===== config.mk =====
export PLATFORM = sky130hd
export DESIGN_NAME = cache_line_bus_ctrl
export DESIGN_NICKNAME = d
export VERILOG_FILES = /design/src/rtl/cache_line_bus_ctrl_pkg.sv /design/src/rtl/bus_beat_counter.sv /design/src/rtl/cache_line_bus_ctrl.sv
export SDC_FILE = /design/constraint.sdc
export NUM_CORES = 1
export LEC_CHECK = 0
export ABC_CLOCK_PERIOD_IN_PS = 2500
export BUFFER_PORTS_ARGS = -buffer_cell sky130_fd_sc_hd__buf_2
export CAP_MARGIN = 25
export CORE_AREA = 3 3 278 280
export CTS_BUF_LIST = sky130_fd_sc_hd__clkbuf_16
export CTS_CLUSTER_SIZE = 20
export DETAILED_ROUTE_END_ITERATION = 8
export DIE_AREA = 0 0 281 283
export GPL_ROUTABILITY_DRIVEN = 1
export PLACE_DENSITY = 0.39
export SLEW_MARGIN = 20
export SYNTH_ARGS = -nofsm -noshare
export SYNTH_HDL_FRONTEND = slang
export SYNTH_HIERARCHICAL = 1
export SYNTH_SLANG_ARGS = --single-unit

===== constraint.sdc =====
create_clock -name clk -period 2.5 [get_ports clk]
set_input_delay 0.125 -clock clk [delete_from_list [all_inputs] [get_ports clk]]
set_output_delay 0.125 -clock clk [all_outputs]
set_load 0.1 [all_outputs]

===== src/rtl/cache_line_bus_ctrl_pkg.sv =====
// Shared cache bus definitions: controller state encoding, AHB transfer /
// burst / size encodings and small width helpers used by the cache line
// bus controller and its beat counter.
package cache_line_bus_ctrl_pkg;

  typedef enum logic [1:0] {
    ST_IDLE  = 2'd0,
    ST_BURST = 2'd1,
    ST_LAST  = 2'd2
  } bus_state_e;

  localparam logic [1:0] HTRANS_IDLE   = 2'b00;
  localparam logic [1:0] HTRANS_NONSEQ = 2'b10;
  localparam logic [1:0] HTRANS_SEQ    = 2'b11;

  localparam logic [2:0] HBURST_INCR   = 3'b001;
  localparam logic [2:0] HBURST_INCR4  = 3'b011;
  localparam logic [2:0] HBURST_INCR8  = 3'b101;
  localparam logic [2:0] HBURST_INCR16 = 3'b111;

  // Fixed-length bursts exist only for 4, 8 and 16 beats.
  function automatic logic [2:0] hburst_for(input int beats);
    case (beats)
      4:       return HBURST_INCR4;
      8:       return HBURST_INCR8;
      16:      return HBURST_INCR16;
      default: return HBURST_INCR;
    endcase
  endfunction

  function automatic logic [2:0] hsize_for(input int beat_bits);
    return 3'($clog2(beat_bits / 8));
  endfunction

  // A single-beat line still needs a one-bit counter.
  function automatic int cnt_width(input int beats);
    return (beats > 1) ? $clog2(beats) : 1;
  endfunction

endpackage


===== src/rtl/bus_beat_counter.sv =====
// Beat counter for one side (address or data) of a cache line burst.
//   clk, reset : clock, synchronous active-high reset
//   enable     : advance one beat
//   clear      : force the count to zero (wins over enable)
//   count      : current beat index
//   last       : count is the final beat; advancing from it wraps to 0
module bus_beat_counter
  import cache_line_bus_ctrl_pkg::*;
#(
  parameter int BEATS = 4,
  parameter int CNT_W = cnt_width(BEATS)
) (
  input  logic             clk,
  input  logic             reset,
  input  logic             enable,
  input  logic             clear,
  output logic [CNT_W-1:0] count,
  output logic             last
);

  logic [CNT_W-1:0] count_q, count_d;

  assign last  = (count_q == CNT_W'(BEATS - 1));
  assign count = count_q;

  always_comb begin
    // NOTE: every always_comb output gets a default first so no path can infer a latch.
    count_d = count_q;
    if (clear) begin
      count_d = '0;
    end else if (enable) begin
      count_d = last ? '0 : count_q + CNT_W'(1);
    end
  end

  // NOTE: sequential state uses non-blocking assignments so all flops update together.
  always_ff @(posedge clk) begin
    if (reset) count_q <= '0;
    else       count_q <= count_d;
  end

endmodule


===== src/rtl/cache_line_bus_ctrl.sv =====
// Cache line bus controller: turns a line fetch or writeback request into an
// AHB burst of LINELEN/BEATLEN beats, assembling read beats into FetchBuffer
// and serving write beats from CacheWriteLine.
//   clk, reset      : clock, synchronous active-high reset
//   FlushStage      : blocks a burst that has not yet started
//   CacheBusRW      : [1] fetch, [0] writeback (writeback wins)
//   CacheBusAdr     : line-aligned address
//   CacheWriteLine  : eviction data
//   CacheBusAck     : one-cycle pulse when a burst completes
//   FetchBuffer     : assembled read line
//   BusCommitted    : a burst is in progress
//   HADDR..HREADY   : AHB manager signals
module cache_line_bus_ctrl
  import cache_line_bus_ctrl_pkg::*;
#(
  parameter int PA_BITS = 34,
  parameter int LINELEN = 256,
  parameter int BEATLEN = 64
) (
  input  logic               clk,
  input  logic               reset,
  input  logic               FlushStage,
  input  logic [1:0]         CacheBusRW,
  input  logic [PA_BITS-1:0] CacheBusAdr,
  input  logic [LINELEN-1:0] CacheWriteLine,
  output logic               CacheBusAck,
  output logic [LINELEN-1:0] FetchBuffer,
  output logic               BusCommitted,
  output logic [PA_BITS-1:0] HADDR,
  output logic [1:0]         HTRANS,
  output logic               HWRITE,
  output logic [2:0]         HSIZE,
  output logic [2:0]         HBURST,
  output logic [BEATLEN-1:0] HWDATA,
  input  logic [BEATLEN-1:0] HRDATA,
  input  logic               HREADY
);

  localparam int BEATS      = LINELEN / BEATLEN;
  localparam int CNT_W      = cnt_width(BEATS);
  localparam int BEAT_BYTES = BEATLEN / 8;

  bus_state_e         state_q, state_d;
  logic               write_q, write_d;
  logic [LINELEN-1:0] fetch_buffer_q, fetch_buffer_d;
  logic [CNT_W-1:0]   adr_beat, data_beat;
  logic               adr_last, data_last;
  logic               start, adr_acc, data_phase, data_acc, cnt_clear;

  // Reset is masked here so the bus looks idle during the reset cycle.
  assign start = (state_q == ST_IDLE) && !reset && (CacheBusRW != 2'b00) && !FlushStage;

  // In BURST a zero address beat means beat 0 has not been accepted yet,
  // so there is no data phase outstanding.
  assign data_phase = (state_q == ST_LAST) || ((state_q == ST_BURST) && (adr_beat != '0));
  assign adr_acc    = HREADY && (start || (state_q == ST_BURST));
  assign data_acc   = HREADY && data_phase;
  assign cnt_clear  = (state_q == ST_IDLE) && !start;

  bus_beat_counter #(.BEATS(BEATS), .CNT_W(CNT_W)) u_adr_cnt (
    .clk    (clk),
    .reset  (reset),
    .enable (adr_acc),
    .clear  (cnt_clear),
    .count  (adr_beat),
    .last   (adr_last)
  );

  bus_beat_counter #(.BEATS(BEATS), .CNT_W(CNT_W)) u_data_cnt (
    .clk    (clk),
    .reset  (reset),
    .enable (data_acc),
    .clear  (cnt_clear),
    .count  (data_beat),
    .last   (data_last)
  );

  always_comb begin
    state_d     = state_q;
    HTRANS      = HTRANS_IDLE;
    CacheBusAck = 1'b0;
    case (state_q)
      ST_IDLE: begin
        if (start) begin
          HTRANS  = HTRANS_NONSEQ;
          state_d = (HREADY && (BEATS == 1)) ? ST_LAST : ST_BURST;
        end
      end
      ST_BURST: begin
        HTRANS = (adr_beat == '0) ? HTRANS_NONSEQ : HTRANS_SEQ;
        if (HREADY && adr_last) state_d = ST_LAST;
      end
      ST_LAST: begin
        if (HREADY && data_last) begin
          CacheBusAck = 1'b1;
          state_d     = ST_IDLE;
        end
      end
      default: state_d = ST_IDLE;
    endcase
  end

  // Operation type is combinational on the start cycle, then held.
  assign write_d = start ? CacheBusRW[0] : write_q;
  assign HWRITE  = (state_q == ST_IDLE) ? (start && CacheBusRW[0]) : write_q;

  always_comb begin
    fetch_buffer_d = fetch_buffer_q;
    if (data_acc && !write_q) begin
      fetch_buffer_d[int'(data_beat) * BEATLEN +: BEATLEN] = HRDATA;
    end
  end

  always_ff @(posedge clk) begin
    if (reset) begin
      state_q        <= ST_IDLE;
      write_q        <= 1'b0;
      // NOTE: the line buffer is a plain register bank, so it is reset like any other state.
      fetch_buffer_q <= '0;
    end else begin
      state_q        <= state_d;
      write_q        <= write_d;
      fetch_buffer_q <= fetch_buffer_d;
    end
  end

  assign HADDR        = CacheBusAdr + PA_BITS'(adr_beat) * PA_BITS'(BEAT_BYTES);
  assign HWDATA       = CacheWriteLine[int'(data_beat) * BEATLEN +: BEATLEN];
  assign HSIZE        = hsize_for(BEATLEN);
  assign HBURST       = hburst_for(BEATS);
  assign FetchBuffer  = fetch_buffer_q;
  assign BusCommitted = (state_q != ST_IDLE);

endmodule


== After elaboration in Yosys (flattened, before gate mapping) ==
Cells that the tools add are included.

* Register bits after elaboration: 263
* Bits of input ports: 360
* Output and inout port bits: 365
* Word-level logic and storage cells: 56

* Add/sub/neg operators: 4
* Equality and inequality tests: 7
* Shift-type cells: 3
* Mux-type cells: 13
* Reduce and logical (&&, ||, !) cells: 24

{| class="wikitable"
|+ Operators with widths
! kind !! count
|-
| 256-bit bitwise mux || 1
|-
| 64-bit by 33-bit variable shift with 256-bit output (first input constant) || 1
|-
| 256-bit by 9-bit variable part select with 64-bit output || 1
|-
| 64-bit by 33-bit variable part select with 256-bit output || 1
|-
| 34-bit by 5-bit adder with 34-bit output || 1
|-
| 8-bit negator with 33-bit output || 1
|-
| 2-bit 2-to-1 mux || 6
|-
| 1-bit logical AND || 11
|-
| 2-bit equality test (second input constant) || 3
|-
| 2-bit one-hot mux with 3 select lines || 1
|-
| 2-bit nonzero test || 3
|-
| 2-bit by 1-bit adder with 2-bit output (second input constant) || 2
|-
| 1-bit zero test || 4
|-
| 2-bit zero test || 2
|-
| 1-bit 2-to-1 mux || 4
|-
| 2-bit by 1-bit != test with 1-bit output (second input constant) || 2
|-
| 2-bit one-hot mux with 2 select lines || 1
|-
| 3-bit AND reduction || 1
|-
| 2-bit by 1-bit equality test with 1-bit output (second input constant) || 1
|-
| 1-bit logical OR || 2
|-
| 2-bit != test (second input constant) || 1
|-
| 2-bit OR reduction || 1
|}

== Longest topological paths before layout ==
* Depth in word-level cells: 7
* Gate-level depth with buffers: 11
* Depth with buffers taken out: 6

== Cells and area by module ==
Netlist, hierarchy kept.

{| class="wikitable"
|+ Modules (own cells, without submodules)
! module !! times used !! cells each !! area an instance (sq um) !! seq. area each (sq um)
|-
| cache_line_bus_ctrl || 1 || 1672 || 13520.5 || 5185.0
|-
| bus_beat_counter || 2 || 8 || 95.1 || 40.0
|}

== Least setup slack after synthesis ==
No wires, ideal clock.

* Path type: register to output
* From: register state_q[0]
* To: output port HWRITE
* Arrival: 3.251 ns
* Data required time: 2.375 ns
* Setup slack: -0.876 ns
* Stages on the path, launching flop included: 5
* Buffers on the path: 1
* Cell sequence: dfxtp_1 or2_2 clkbuf_1 or3b_2 o2bb2ai_1

* Word-level cells in the longest chain between the ends: 6

{| class="wikitable"
|+ RTL lines
! item !! RTL line !! source
|-
| start, declared || cache_line_bus_ctrl.sv:43 || <nowiki>bus_state_e state_q, state_d;</nowiki>
|-
| start signal, assigned || cache_line_bus_ctrl.sv:121 || <nowiki>state_q <= state_d;</nowiki>
|-
| 2-bit zero test (*) || cache_line_bus_ctrl.sv:51, cache_line_bus_ctrl.sv:105 ||
|-
| 1-bit logical AND (3 in series) || cache_line_bus_ctrl.sv:51 || <nowiki>assign start = (state_q == ST_IDLE) && !reset && (CacheBusRW != 2'b00) && !FlushStage;</nowiki>
|-
| 1-bit logical AND || cache_line_bus_ctrl.sv:105 || <nowiki>assign HWRITE = (state_q == ST_IDLE) ? (start && CacheBusRW[0]) : write_q;</nowiki>
|-
| 1-bit 2-to-1 mux (*) || cache_line_bus_ctrl.sv:105 ||
|-
| end, declared || cache_line_bus_ctrl.sv:31 || <nowiki>output logic HWRITE,</nowiki>
|}

Mark *: on every way between the ends. The rest lies on a longest branch, timed or not.

== Worst setup path in the final report ==
* From: register u_adr_cnt.count_q[0], in the netlist u_adr_cnt/count[0]
* To: output port HADDR[33]

* Word-level cells in the longest chain between the ends: 1

{| class="wikitable"
|+ RTL lines
! item !! RTL line !! source
|-
| start, declared || bus_beat_counter.sv:21 || <nowiki>logic [CNT_W-1:0] count_q, count_d;</nowiki>
|-
| start signal, assigned || bus_beat_counter.sv:39 || <nowiki>else count_q <= count_d;</nowiki>
|-
| 34-bit by 5-bit adder with 34-bit output || cache_line_bus_ctrl.sv:127 || <nowiki>assign HADDR = CacheBusAdr + PA_BITS'(adr_beat) * PA_BITS'(BEAT_BYTES);</nowiki>
|-
| end, declared || cache_line_bus_ctrl.sv:29 || <nowiki>output logic [PA_BITS-1:0] HADDR,</nowiki>
|}

Every way passes these cells.

==> impl_metrics.toml <==
[floorplan]
dieArea_um2 = 79500
rows = 100
die_x_um = 281
core_area_um2 = 74700
die_h_um = 283
start_util_pct = 18.4
num_io_pins = 725

[timing]
fin_ws_ps = -113
final-max-slew-violation-count = 0
maxSlewHeadroom_pct = 28.1
setup_viol = 12
hold_viol = 0
worstMarginPinSlew_ps = 1080
min_period_ps = 2610
rsz0062_at_grt = "yes"
fmax_mhz = 383
skew_ps = 22.1
finalCritPeriodShare_pct = 105

[route]
wl_mm = 77.4
antenna_left = 0
drcViolationCount = 0
vias = 15300
vias_per_cell = 4.58
dr.pass1.iters = 5
wl_per_cell_um = 23.1
drt_iter0_drc = 916

[setup_path]
required_ps = 2380
worstPathMaxFanout = 6
crit_type = "flop to output port"
start_kind = "flop"
cp.arrival_ps = 2490
endpoint_kind = "output port"

[clocking]
clkTransAtPathRegs_ps = 60
insertion_delay_ps = 550
cts_tree = "done"
cts_buffers = 36
clock_path_buffers = 3
h-tree-depth = 2
cts_sinks = 263
cts-root-buf = "clkbuf_16"

[placement]
io_buffer_count = 712
dp.final_hpwl_mm = 58.6
gp_congestion = 0.947
place_area_um2 = 19000

[yosys]
async_flop_share_pct = 0
synth_area_per_cell_um2 = 8.12
ys_top_cells_by_area = "dfxtp_1 (38%), or3_1 (12%), mux4_2 (11%)"
synth-seq-cells = 263
syn-cell-area_um2 = 13700
synth-edff-count = 0
synth_top_cell_by_area = "dfxtp_1"
synthCells = 1688
yosysSeqAreaShare_pct = 38.4
synthFlopType = "dfxtp_1"
synth_cell_type_count = 38
yosysTopAreaCellShare_pct = 38.4
synth_warnings = 6

[pwr]
intPower_mw = 7.44
p_per_area_nw_per_um2 = 512
swShare_pct = 30.7
pwr-share-clk_pct = 43.8
netSwitchingPower_mw = 3.30
seq_power_share_pct = 39.1
ir_worst_vdd_v = 0.000396
p_leak_nw = 8.46
p_comb_share_pct = 17.1

[final_layout]
final_util_pct = 28.1
final_common_cell = "buf_2"
drive_above_1_share_pct = 38.8
syn_to_final_growth_pct = 53.1
final_nets = 2726
fillCellCount = 8121
final_cell_mix = "buf_2 (669), nand2_1 (261), dfxtp_1 (259), a21oi_1 (258), o21ai_0 (257)"
final_area_um2 = 21000

[run_status]
violations = "setup timing"
outcome = "complete, but fails checks"

[run]
max-cap-violations = 0

[grt]
track_usage_pct = 18.3
globalRouteOverflowTotal = 0
grt_pass1_wl_mm = 109
grt_pass1_vias = 15200
antenna_found_initial = 3
grt_max_degree = 165

[min_path]
hp-class = "primary input to flop"
## logic make-up after synthesis
family,share of synthesized area (%)
compound gates,19.2
xor+xnor,1.85
mux,10.7
fa+ha+maj,0.967
other cells,0.0548
simple gates,22.1
buf+inv,6.76
flops,38.4
## final cells by class
type	instances	area [um^2]	area share (%)
inverter	6	22.5	0.107
multi-input combinational	1222	8000	38.1
clock buffer	37	926	4.41
tap	969	1210	5.78
antenna	3	7.51	0.0358
clock inverter	21	125	0.596
sequential	263	5270	25.1
timing repair buffer	827	5420	25.8
## worst paths after layout
path,depth (start not counted),from,slack [ps],end
max,8,u_adr_cnt/count[0],-110,HADDR[33]
min,4,HRDATA[14],40,FetchBuffer[142]
max reg2reg,7,u_data_cnt/count[0],380,FetchBuffer[17]
min reg2reg,2,FetchBuffer[117],460,FetchBuffer[117]
## power groups by stage
stage / clock network (mW) / logic [mW] / registers [mW]
after global placement: 0 / 1.74 / 4.29
after global routing: 5.06 / 1.91 / 4.20
after detailed placement: 0 / 1.75 / 4.29
after floorplan: 0 / 0.987 / 4.30
final: 4.70 / 1.84 / 4.20
after CTS: 4.90 / 1.85 / 4.20
## flip-flops by register name (all words and copies together) (netlist names)
signal	count
u_data_cnt/count	2
FetchBuffer	256
state_q	2
write_q	1
u_adr_cnt/count	2
## cells in the mapped netlist, types with 2 or more instances
| cell | instances |
|---|---|
| a211oi_2 | 2 |
| a21oi_1 | 259 |
| and2_1 | 3 |
| and3_1 | 8 |
| and3b_1 | 2 |
| and4_1 | 4 |
| buf_2 | 12 |
| buf_4 | 10 |
| buf_6 | 13 |
| clkbuf_1 | 165 |
| conb_1 | 2 |
| dfxtp_1 | 263 |
| ha_1 | 9 |
| inv_1 | 6 |
| mux2i_1 | 2 |
| mux4_2 | 64 |
| nand2_1 | 262 |
| nand2b_1 | 5 |
| nand3_1 | 11 |
| nand3b_1 | 4 |
| nand4_1 | 12 |
| nor2_1 | 9 |
| nor3_1 | 5 |
| nor3b_1 | 3 |
| o21ai_0 | 257 |
| or3_1 | 256 |
| or3b_1 | 2 |
| xnor2_1 | 26 |
| xor2_1 | 3 |
## per-stage QoR
stage          worst slack (ps)  hold slack, ps  cells  TNS [ps]  power (mW)
2_1_floorplan              -295             190   1692      -295        5.29
3_3_place_gp               82.0             251   3209         0        6.04
3_5_place_dp                133             251   3209         0        6.04
4_1_cts                    -205            10.9   3341     -1260        11.0
5_1_grt                    -237            52.0   3346     -2030        11.2
6_report                   -113            43.7   3348      -621        10.7
## worst max-delay path: stages (launching register included)
cell     delay [ps]
dfxtp_2         340
ha_4            130
inv_2            40
fa_2            380
nor3_4          250
buf_6           170
nand4_1         210
xnor2_4         240
buf_12          190
## routing by layer
| metal | global-route usage (%) | vias to the layer above | wire, um |
|---|---|---|---|
| li1 | - | 7301 | - |
| met1 | 21.7 | 7368 | 31000 |
| met2 | 31.1 | 565 | 37000 |
| met3 | 6.38 | 85 | 6910 |
| met4 | 5.39 | 2 | 2500 |
| met5 | 0 | - | 9 |
## repair_timing
action,CTS,global route
setup endpoints to repair,48,18
resized for setup,32,6
endpoints found under the hold margin,249,0
gates cloned,1,0
pin swaps,14,12
hold buffers,68,0
setup buffers,5,5
Note: power is estimated with default switching activity, not from simulation.
